**src/rtl/hart_meter.sv**
```systemverilog
// hart_meter: counts debounced heartbeat pulses over WINDOW slow cycles and publishes a saturated 6-bit count on hart.
// hart/hart_valid update on the window-end edge (beat-to-accept latency 2 edges); no backpressure, clear_hart restarts.
module hart_meter #(
  parameter int WINDOW   = 60,
  parameter int DEBOUNCE = 4
) (
  input  logic       slow,
  input  logic       reset,
  input  logic       beat,
  input  logic       clear_hart,
  output logic [5:0] hart,
  output logic       hart_valid,
  output logic       saturated
);

  localparam logic [0:0]  ARMED     = 1'b0;
  localparam logic [0:0]  LOCKOUT   = 1'b1;
  localparam logic [11:0] WIN_LAST  = 12'(WINDOW - 1);
  localparam logic [7:0]  LOCK_INIT = 8'(DEBOUNCE - 1);
  localparam logic        LOCK_EN   = (DEBOUNCE > 1);
  localparam logic [6:0]  CNT_SAT   = 7'd64;
  localparam logic [6:0]  HART_MAX  = 7'd63;

  logic        s1_q, s1_d;
  logic        s2_q, s2_d;
  logic        s3_q, s3_d;
  logic [0:0]  state_q, state_d;
  logic [7:0]  lock_q, lock_d;
  logic [6:0]  cnt_q, cnt_d;
  logic [11:0] win_q, win_d;
  logic [5:0]  hart_q, hart_d;
  logic        hart_valid_q, hart_valid_d;
  logic        saturated_q, saturated_d;
  logic        cand;
  logic        accept;
  logic [6:0]  total;

  // Rising edge of the synchronised beat; a held level yields a single candidate.
  assign cand = s2_q & ~s3_q;

  always_comb begin
    s1_d         = beat;
    s2_d         = s1_q;
    s3_d         = s2_q;
    state_d      = state_q;
    lock_d       = lock_q;
    cnt_d        = cnt_q;
    win_d        = win_q;
    hart_d       = hart_q;
    hart_valid_d = 1'b0;
    saturated_d  = saturated_q;
    accept       = 1'b0;
    total        = cnt_q;

    if (clear_hart) begin
      hart_d      = 6'd0;
      saturated_d = 1'b0;
      cnt_d       = 7'd0;
      win_d       = 12'd0;
      state_d     = ARMED;
      lock_d      = 8'd0;
    end else begin
      case (state_q)
        LOCKOUT: begin
          if (lock_q <= 8'd1) begin
            state_d = ARMED;
            lock_d  = 8'd0;
          end else begin
            lock_d = lock_q - 8'd1;
          end
        end
        default: begin
          if (cand) begin
            accept = 1'b1;
            if (LOCK_EN) begin
              state_d = LOCKOUT;
              lock_d  = LOCK_INIT;
            end
          end
        end
      endcase

      // A beat accepted on the window-end edge still belongs to the ending window.
      total = cnt_q + {6'd0, accept};

      if (win_q == WIN_LAST) begin
        hart_valid_d = 1'b1;
        if (total > HART_MAX) begin
          hart_d      = 6'd63;
          saturated_d = 1'b1;
        end else begin
          hart_d = total[5:0];
        end
        cnt_d = 7'd0;
        win_d = 12'd0;
      end else begin
        win_d = win_q + 12'd1;
        cnt_d = (total > CNT_SAT) ? CNT_SAT : total;
      end
    end
  end

  always_ff @(posedge slow) begin
    if (reset) begin
      s1_q         <= 1'b0;
      s2_q         <= 1'b0;
      s3_q         <= 1'b0;
      state_q      <= ARMED;
      lock_q       <= 8'd0;
      cnt_q        <= 7'd0;
      win_q        <= 12'd0;
      hart_q       <= 6'd0;
      hart_valid_q <= 1'b0;
      saturated_q  <= 1'b0;
    end else begin
      s1_q         <= s1_d;
      s2_q         <= s2_d;
      s3_q         <= s3_d;
      state_q      <= state_d;
      lock_q       <= lock_d;
      cnt_q        <= cnt_d;
      win_q        <= win_d;
      hart_q       <= hart_d;
      hart_valid_q <= hart_valid_d;
      saturated_q  <= saturated_d;
    end
  end

  assign hart       = hart_q;
  assign hart_valid = hart_valid_q;
  assign saturated  = saturated_q;

endmodule

```
**config.mk**
```make
export PLATFORM = sky130hd
export DESIGN_NAME = hart_meter
export DESIGN_NICKNAME = d
export VERILOG_FILES = /design/src/rtl/hart_meter.sv
export SDC_FILE = /design/constraint.sdc
export NUM_CORES = 1
export LEC_CHECK = 0
export CAP_MARGIN = 10
export CORE_UTILIZATION = 60
export CTS_CLUSTER_SIZE = 40
export DETAILED_ROUTE_END_ITERATION = 6
export PLACE_DENSITY = 0.77
export SLEW_MARGIN = 20
export SYNTH_ARGS = -nofsm -noshare
export SYNTH_HDL_FRONTEND = slang
export SYNTH_SLANG_ARGS = --single-unit
export TNS_END_PERCENT = 10
```
**constraint.sdc**
```tcl
create_clock -name slow -period 5 [get_ports slow]
set_clock_uncertainty 0.15 [all_clocks]
set_input_delay 0.75 -clock slow [delete_from_list [all_inputs] [get_ports slow]]
set_output_delay 0.75 -clock slow [all_outputs]
set_load 0.03 [all_outputs]
```
==> metrics.txt, run 1 <==
result of the run=finished clean; unrepaired setup endpoints after global routing=false; area added between synthesis and finish=9.63%; total power density per cell area=277 nW/µm²; maximum number of pins on one net before global-route repair=19; number of setup buffers added after CTS=0; number of enable flip-flop cells after synthesis=0; global-route wire length before repair=4770 µm; clock latency at the later pin of the worst-skew pair=340 ps; sequential share of the synthesized area=46.6%; startpoint kind of the worst setup timing path=register; top achievable clock speed=437 MHz; count of buffer and inverter cells on the critical path=1; deepest level of the CTS H-tree=2; class of the most critical setup path=reg -> out; Post-Layout Inst Area=1840 µm²; buffer depth of the longest clock path=2; residual antenna-violating net count after detailed routing=0; Ports=12; area share of the largest cell type after synthesis=46.6%; placement-stage cell area=1800 µm²; ys flop type=dfxtp_1; count of instances resized after the clock tree is built=0; clock transition at the registers of the reported paths=110 ps; drt first-iter violations=18; largest cells by area after synthesis=dfxtp_1, xor2_1, ha_1; cell with the most instances after synthesis=dfxtp_1; total vias in the final route=1,290; Warnings, synthesis=0; share of async-settable or async-resettable flops after synthesis=0%; Clock Sinks=39; Final setup viols=0; CTS Buf Count=5; flops & latches, synth=39; most numerous cell types in the synthesized netlist=dfxtp_1, nor2_1, nand3_1; r2r setup slk=2760 ps; Total Wirelength=2930 µm; largest fanout on the critical path=2; measured slew at the worst slew-check pin=651 ps; Synth Cell Area=1680 µm²; count of hold buffers inserted by post-cts repair=0; min cycle time layout=2290 ps; max-cap viol count=0; GRT Total Usage=23.1%; final max-slew violation count=0; static power due to leakage=0.728 nW; cells after synthesis=176; number of antenna violations at the first check in global routing=0; number of global-route vias before repair=1,123; DR WL/cell=13.4 µm; initial core utilization=65.3%; DRT Pass-1 Iters=4; Final Power=0.510 mW; port bufs=11; die area=3010 µm²; arrival time at the worst endpoint=1390 ps; syn nets=186; area of the core region=2570 µm²; proportion of layout cells with a drive suffix above 1=6.88%; area leader, netlist=dfxtp_1; summed negative setup slack over all endpoints=0 ps; kind of capture point of the worst setup path=primary output; total gr overflow=0; class of the tightest hold or removal check=reg -> reg; hold violation count in the final report=0; diode insertion count for antenna repair=0; cell chain of the critical path=clkdlybuf4s50_1; library cell contributing the largest single delay on the critical path=clkdlybuf4s50_1; CTS tree=done; width of the chip=54.9 µm; required time of the critical path=4100 ps; delay of the slowest critical-path stage=690 ps; routability-driven placement congestion ratio=0.859; remaining max-slew budget at the tightest pin=56.4%; count of nets after finishing=200; # DRC=0; number of vias per cell=5.89; clock root buffer=clkbuf_4; peak supply drop=0.211 mV; category of cells accounting for the largest share of critical-path delay=buffers and inverters; detailed-placement wirelength estimate=2160 µm; Placement Rows=18; mean post-synth cell area=9.53 µm²; unique cell type count in the Yosys netlist=41; y dimension of the die=54.9 µm; crit share post-route=45.8%
sequential cells by signal (all words and copies together), names as in the netlist:
register and cells:
cnt_q 7, hart 6, hart_valid 1, lock_q 8, s1_q 1, s2_q 1, s3_q 1, saturated 1
state_q 1, win_q 12
path summary, 6_finish.rpt:
| check | from | to | cells after the start |
|---|---|---|---|
| max | hart[2]$_SDFFE_PP0P_ | hart[2] | 1 |
| min reg2reg | s1_q$_SDFF_PP0_ | s2_q$_SDFF_PP0_ | 1 |
| min | s1_q$_SDFF_PP0_ | s2_q$_SDFF_PP0_ | 1 |
| max reg2reg | s3_q$_SDFF_PP0_ | saturated$_SDFFE_PP0P_ | 8 |
area by class of cell:
type                       instances  area, µm²
multi-input combinational        128        850
sequential                        39        781
fill                             221        729
timing repair buffer              11        110
clock buffer                       6       41.3
tap                               30       37.5
inverter                           5       18.8
worst register-to-register path: stages (launching register included):
cell,delay [ps]
dfxtp_1,320
nand2b_1,160
nor2_1,180
ha_1,190
ha_1,210
nand2_1,80
o21ai_1,430
nand2_2,210
a22o_1,220
per-layer routing:
metal	GRT usage, %	vias up	share of wire, %
met5	0	-	0
met4	14.1	0	2.2
met3	5.83	7	3.1
met2	36.5	20	45
met1	27.7	606	49
li1	-	657	-
cell usage in the layout (no fill, tap or decap), types with 2 or more instances in the layout:
cell             count
nand4_1              4
and2b_2              3
clkbuf_4             5
xor2_1              11
o21ai_0              4
nor3_1               9
a31oi_1              5
or3_1                3
nand3_1             14
a211oi_1             2
dfxtp_1             39
clkdlybuf4s50_1     11
a22o_1               8
nand2b_1             2
inv_1                5
and3_1               2
and4_1               3
xnor2_1              3
nand2_1             10
ha_1                 6
a21oi_1              4
nor2_1              17
and2_1               2
report_power, final:
part	leakage, nW	switching [mW]	internal [mW]
Combinational	0.388	0.0255	0.0178
Sequential	0.315	0.00825	0.317
Clock	0.0242	0.0910	0.0500
Total	0.728	0.125	0.385
stage by stage:
stage	setup WS (ps)	util (%)	cells	hold WS, ps
floorplan	3010	-	176	276
finish	2710	71.6	219	305
global placement	2470	70.0	213	284
detailed placement	2420	70.0	213	285
global route	2540	71.6	219	330
CTS	2680	71.6	219	308
kinds of logic after synthesis:
family | count (synthesis) | share of synthesized area, %
buffers and inverters | 9 | 2.76
AO/OA/AOI/OAI | 31 | 14.3
XOR/XNOR | 14 | 7.31
AND/OR/NAND/NOR | 77 | 24.6
adder cells (fa/ha/maj) | 6 | 4.48
flip-flops | 39 | 46.6
Power figures use the tool's default switching activity.
==> run 2, diff against run 1 <==
--- a/config.mk
+++ b/config.mk
@@ -6,10 +6,10 @@
 export NUM_CORES = 1
 export LEC_CHECK = 0
 export CAP_MARGIN = 10
-export CORE_UTILIZATION = 60
+export CORE_UTILIZATION = 51
 export CTS_CLUSTER_SIZE = 40
 export DETAILED_ROUTE_END_ITERATION = 6
-export PLACE_DENSITY = 0.77
+export PLACE_DENSITY = 0.7
 export SLEW_MARGIN = 20
 export SYNTH_ARGS = -nofsm -noshare
 export SYNTH_HDL_FRONTEND = slang
==> constraint.sdc (replaced) <==
create_clock -name slow -period 2 [get_ports slow]
set_clock_uncertainty 0.15 [all_clocks]
set_input_delay 0.3 -clock slow [delete_from_list [all_inputs] [get_ports slow]]
set_output_delay 0.3 -clock slow [all_outputs]
set_load 0.03 [all_outputs]
==> metrics.txt, run 2 (synthesis gave the netlist of run 1 again) <==
max reg flops=12 (unchanged); max-cap viol count=0 (unchanged); unrepaired setup endpoints after global routing=true; maximum number of pins on one net before global-route repair=12 (-7); diode insertion count for antenna repair=0 (unchanged); summed negative setup slack over all endpoints=0 ps (unchanged); kind of capture point of the worst setup path=register; drt first-iter violations=45 (+27); count of placed standard cells including taps=238 (+12%); largest fanout on the critical path=8 (+6); commonest cells after routing, fill and taps aside=dfxtp_1, nor2_1, nand3_1; min cycle time layout=1900 ps; startpoint of the lowest-slack hold path=s1_q$_SDFF_PP0_; class of the most critical setup path=reg -> reg; deepest level of the CTS H-tree=2 (unchanged); total gr overflow=0 (unchanged); measured slew at the worst slew-check pin=483 ps (-168 ps); peak supply drop=0.450 mV (+110%); number of vias per cell=5.49 (-6.9%); Clock Sinks=39 (unchanged); top achievable clock speed=526 MHz; static power due to leakage=0.806 nW (+11%); residual antenna-violating net count after detailed routing=0 (unchanged); number of global-route vias before repair=1,375 (+22%); clock latency at the later pin of the worst-skew pair=340 ps (about the same); remaining max-slew budget at the tightest pin=67.6% (+11 points); r2r setup slk=100 ps (-2660 ps); final std cells w/o fill=249 (+14%); clock transition at the registers of the reported paths=110 ps (about the same); Ports=12 (unchanged); arrival time at the worst endpoint=2040 ps (+650 ps); count of hold buffers inserted by post-cts repair=0 (unchanged); most common library cell in the layout ignoring fill and taps=dfxtp_1; area added between synthesis and finish=18.7%; detailed-placement wirelength estimate=2460 µm (+14%); crit share post-route=95.0%; buffer depth of the longest clock path=2 (unchanged); hold violation count in the final report=0 (unchanged); logic depth of the worst register-to-register path=8 (unchanged); count of nets after finishing=214 (+7.0%); Critical R2R Capture=saturated$_SDFFE_PP0P_; Final setup viols=0 (unchanged); pre-CTS worst setup slack=-9.54 ps (-2430 ps); total power density per cell area=661 nW/µm² (+140%); Worst Hold Depth=1 (unchanged); result of the run=finished clean; clock root buffer=clkbuf_4; proportion of layout cells with a drive suffix above 1=16.1% (+9.2 points); placement-stage cell area=1900 µm² (+5.6%); Post-Layout Inst Area=1990 µm² (+8.3%); required time of the critical path=2140 ps (-1960 ps); GRT Total Usage=22.3% (-0.84 points); class of the tightest hold or removal check=reg -> reg; # DRC=0 (unchanged); registers with the most flip-flops=win_q: 12 flops, lock_q: 8 flops, cnt_q: 7 flops; initial core utilization=54.5% (-11 points); y dimension of the die=59.3 µm (+8.2%); CTS Buf Count=5 (unchanged); global-route wire length before repair=5860 µm (+23%); Total Wirelength=3330 µm (+14%); width of the chip=59.3 µm (+8.2%); DRT Pass-1 Iters=4 (unchanged); worst hold slack across all endpoints=310 ps (+5.48 ps); register with the most flip-flops=win_q; final max-slew violation count=0 (unchanged); DR WL/cell=13.4 µm (about the same); destination of the worst hold path=s2_q$_SDFF_PP0_; port bufs=11 (unchanged); startpoint kind of the worst setup timing path=register; startpoint of the worst register-to-register path=s3_q$_SDFF_PP0_; total vias in the final route=1,366 (+5.9%); post-layout worst setup margin=99.5 ps (-2610 ps); CTS tree=done; routability-driven placement congestion ratio=0.883 (+2.7%); area of the core region=3080 µm² (+20%); die area=3520 µm² (+17%); number of antenna violations at the first check in global routing=0 (unchanged); Placement Rows=20 (+2)
==> run 2: worst max-delay path by stage <==
stage / from / to / slack, ps / depth (start not counted)
global placement: reset / win_q[9]$_SDFF_PP0_ / 50 / 6
CTS: lock_q[0]$_SDFFE_PP0P_ / lock_q[5]$_SDFFE_PP0P_ / 20 / 7
finish: s3_q$_SDFF_PP0_ / saturated$_SDFFE_PP0P_ / 100 / 8
global route: s3_q$_SDFF_PP0_ / cnt_q[3]$_SDFF_PP0_ / -20 / 9
floorplan: state_q$_SDFF_PP0_ / saturated$_SDFFE_PP0P_ / 80 / 8
detailed placement: lock_q[0]$_SDFFE_PP0P_ / lock_q[5]$_SDFFE_PP0P_ / -10 / 6
==> run 2: worst max-delay path, stage by stage (launching register included) <==
cell	delay [ps]
dfxtp_1	320
nand2b_1	160
nor2_2	130
ha_1	180
ha_1	170
nand2_1	80
or3_4	380
nand2_2	160
a22o_1	140
==> run 2: power by group <==
| part | internal [mW] | switching (mW) | leakage [nW] | total, mW |
|---|---|---|---|---|
| clock | 0.137 | 0.243 | 0.0293 | 0.381 |
| combinational | 0.0539 | 0.0701 | 0.460 | 0.124 |
| sequential | 0.792 | 0.0195 | 0.316 | 0.812 |
| total | 0.983 | 0.333 | 0.806 | 1.32 |
==> run 2: what timing repair did <==
| item | 4_1_cts | 5_1_grt |
|---|---|---|
| pin swaps | 1 | 1 |
| endpoints found under the setup margin | 8 | 15 |
| resized for setup | 3 | 4 |
| setup buffers | 1 | 2 |
==> run 2: stage by stage <==
step | power (mW) | utilization, %
2_1_floorplan | 0.912 | -
3_3_place_gp | 0.945 | 61.6
3_5_place_dp | 0.950 | 61.6
4_1_cts | 1.33 | 63.7
5_1_grt | 1.38 | 64.7
6_report | 1.32 | 64.7
==> run 2: cell type report <==
type,count,area (µm²)
clock inverter,1,5.00
multi-input combinational,128,862
timing repair buffer,25,219
inverter,5,18.8
tap,44,55.1
fill,268,1090
sequential,39,786
clock buffer,7,45.0
==> run 2: metal layers <==
metal,vias to the layer above,share of wire [%],track usage [%]
met4,0,2.9,13.3
met2,25,49,38.7
met5,-,0,0
met1,649,45,25.0
met3,12,3.1,4.37
li1,680,-,-
==> run 3, diff against run 2 <==
--- a/config.mk
+++ b/config.mk
@@ -6,10 +6,10 @@
 export NUM_CORES = 1
 export LEC_CHECK = 0
 export CAP_MARGIN = 10
-export CORE_UTILIZATION = 51
+export CORE_UTILIZATION = 60
 export CTS_CLUSTER_SIZE = 40
 export DETAILED_ROUTE_END_ITERATION = 6
-export PLACE_DENSITY = 0.7
+export PLACE_DENSITY = 0.77
 export SLEW_MARGIN = 20
 export SYNTH_ARGS = -nofsm -noshare
 export SYNTH_HDL_FRONTEND = slang
==> constraint.sdc (replaced) <==
create_clock -name slow -period 2.3 [get_ports slow]
set_clock_uncertainty 0.15 [all_clocks]
set_input_delay 0.345 -clock slow [delete_from_list [all_inputs] [get_ports slow]]
set_output_delay 0.345 -clock slow [all_outputs]
set_load 0.03 [all_outputs]
==> metrics.txt, run 3 (synthesis gave the netlist of run 1 again) <==
maximum number of pins on one net before global-route repair=19 (+7); share of total power in the clock network=37.2% (+8.3 points); kind of capture point of the worst setup path=register; global-route wire length before repair=4860 µm (-17%); peak supply drop=0.696 mV (+55%); Worst Hold Depth=1 (unchanged); fraction of met1 tracks used by global routing=27.3% (+2.3 points); fraction of met3 tracks used by global routing=5.83% (+1.5 points); busiest metal layer after global routing=met2; number of vias per cell=5.83 (+6.3%); number of global-route vias before repair=1,183 (-14%); deepest level of the CTS H-tree=2 (unchanged); Final setup viols=0 (unchanged); clock transition at the registers of the reported paths=120 ps (about the same); Placement Rows=18 (-10%); Critical R2R Capture=lock_q[7]$_SDFFE_PP0P_; top achievable clock speed=461 MHz (-12%); Total Wirelength=3030 µm (-8.9%); residual antenna-violating net count after detailed routing=0 (unchanged); hold violation count in the final report=0 (unchanged); combinational cell fraction of total power=7.6% (-1.8 points); count of placed standard cells including taps=215 (-9.7%); Sequential Power Share=55.2% (-6.5 points); total gr overflow=0 (unchanged); crit share post-route=94.4% (-0.64 points); drt first-iter violations=30 (-33%); remaining max-slew budget at the tightest pin=53.2% (-14 points); summed negative setup slack over all endpoints=0 ps (unchanged); share of the core filled with cells in the final layout=73.9% (+9.3 points); count of nets after finishing=202 (-5.6%); commonest cells after routing, fill and taps aside=dfxtp_1, nor2_1, nand3_1; class of the most critical setup path=reg -> reg; number of antenna violations at the first check in global routing=0 (unchanged); clock root buffer=clkbuf_4; most common library cell in the layout ignoring fill and taps=dfxtp_1; startpoint of the worst register-to-register path=lock_q[0]$_SDFFE_PP0P_; worst hold slack across all endpoints=305 ps (-5.39 ps); logic depth of the worst register-to-register path=6 (-2); fraction of met2 tracks used by global routing=38.6% (-0.13 points); DRT Pass-1 Iters=4 (unchanged); detailed-placement wirelength estimate=2180 µm (-12%); unrepaired setup endpoints after global routing=false; startpoint of the lowest-slack hold path=s1_q$_SDFF_PP0_; measured slew at the worst slew-check pin=699 ps (+217 ps); internal portion of total power=0.986 mW (+0.31%); CTS tree=done; initial core utilization=65.3% (+11 points); count of instances resized after the clock tree is built=0 (-3); clock latency at the later pin of the worst-skew pair=350 ps (about the same); GRT Total Usage=23.4% (+1.2 points); largest fanout on the critical path=8 (unchanged); area added between synthesis and finish=13.2%; count of hold buffers inserted by post-cts repair=0 (unchanged); buffer depth of the longest clock path=2 (unchanged); destination of the worst hold path=s2_q$_SDFF_PP0_; arrival time at the worst endpoint=2300 ps (+260 ps); number of setup buffers added after CTS=0 (-1); Ports=12 (unchanged); max-cap viol count=0 (unchanged); registers with the most flip-flops=win_q: 12 flops, lock_q: 8 flops, cnt_q: 7 flops; # DRC=0 (unchanged); required time of the critical path=2430 ps (+290 ps); power dissipated by switching net loads=0.298 mW (-10%); y dimension of the die=54.9 µm (-7.5%); CTS Buf Count=5 (unchanged); static power due to leakage=0.761 nW (-5.6%); proportion of layout cells with a drive suffix above 1=9.33% (-6.8 points); die area=3010 µm² (-15%); total power density per cell area=677 nW/µm² (+2.4%); class of the tightest hold or removal check=reg -> reg; max reg flops=12 (unchanged); result of the run=finished clean; routability-driven placement congestion ratio=0.830 (-6.0%); register with the most flip-flops=win_q; width of the chip=54.9 µm (-7.5%); switch share=23.2% (-2.1 points); area of the core region=2570 µm² (-17%); final max-slew violation count=0 (unchanged); final std cells w/o fill=223 (-10%); r2r setup slk=130 ps (+30 ps); min cycle time layout=2170 ps (+270 ps); port bufs=11 (unchanged); startpoint kind of the worst setup timing path=register; diode insertion count for antenna repair=0 (unchanged); total vias in the final route=1,301 (-4.8%); Clock Sinks=39 (unchanged); DR WL/cell=13.6 µm (+1.7%)
run 3: critical path: stages, from the launching register on:
cell	delay (ps)
dfxtp_1	440
inv_1	70
ha_1	260
or2_2	350
a311oi_4	440
a41oi_1	220
a31oi_1	190
run 3: through the flow:
stage | total power [mW] | area (µm²) | setup slack (ps)
global placement | 0.813 | 1810 | 186
CTS | 1.30 | 1900 | 139
finish | 1.28 | 1900 | 129
detailed placement | 0.819 | 1810 | 70.4
global route | 1.34 | 1900 | 19.3
floorplan | 0.793 | 1680 | 380
run 3: power groups by stage:
stage / Combinational (mW) / Sequential [mW] / Clock, mW
finish: 0.0970 / 0.709 / 0.478
global route: 0.108 / 0.711 / 0.522
CTS: 0.0973 / 0.708 / 0.493
detailed placement: 0.0958 / 0.723 / 0
global placement: 0.0914 / 0.721 / 0
floorplan: 0.0756 / 0.718 / 0
run 3: metal layers:
metal  vias up  routed length [µm]
met5         -                   0
met4         0                  39
met3         6                 101
met2        27                1420
met1       607                1470
li1        661                   -
run 3: how the worst max path moves through the flow:
stage	from	end	slack (ps)	depth (start not counted)
2_1_floorplan	state_q$_SDFF_PP0_	saturated$_SDFFE_PP0P_	380	8
3_3_place_gp	reset	lock_q[7]$_SDFFE_PP0P_	190	5
3_5_place_dp	reset	lock_q[7]$_SDFFE_PP0P_	70	5
4_1_cts	lock_q[0]$_SDFFE_PP0P_	lock_q[7]$_SDFFE_PP0P_	140	6
5_1_grt	lock_q[0]$_SDFFE_PP0P_	lock_q[7]$_SDFFE_PP0P_	20	6
6_report	lock_q[0]$_SDFFE_PP0P_	lock_q[7]$_SDFFE_PP0P_	130	6
run 3: area by class of cell:
cell class	instances	area (µm²)
multi-input cells	128	850
flip-flops and latches	39	781
repair buffers	13	125
well taps	30	37.5
clock inverters	2	35.0
clock buffers	6	51.3
inverters	5	18.8
fillers	204	669
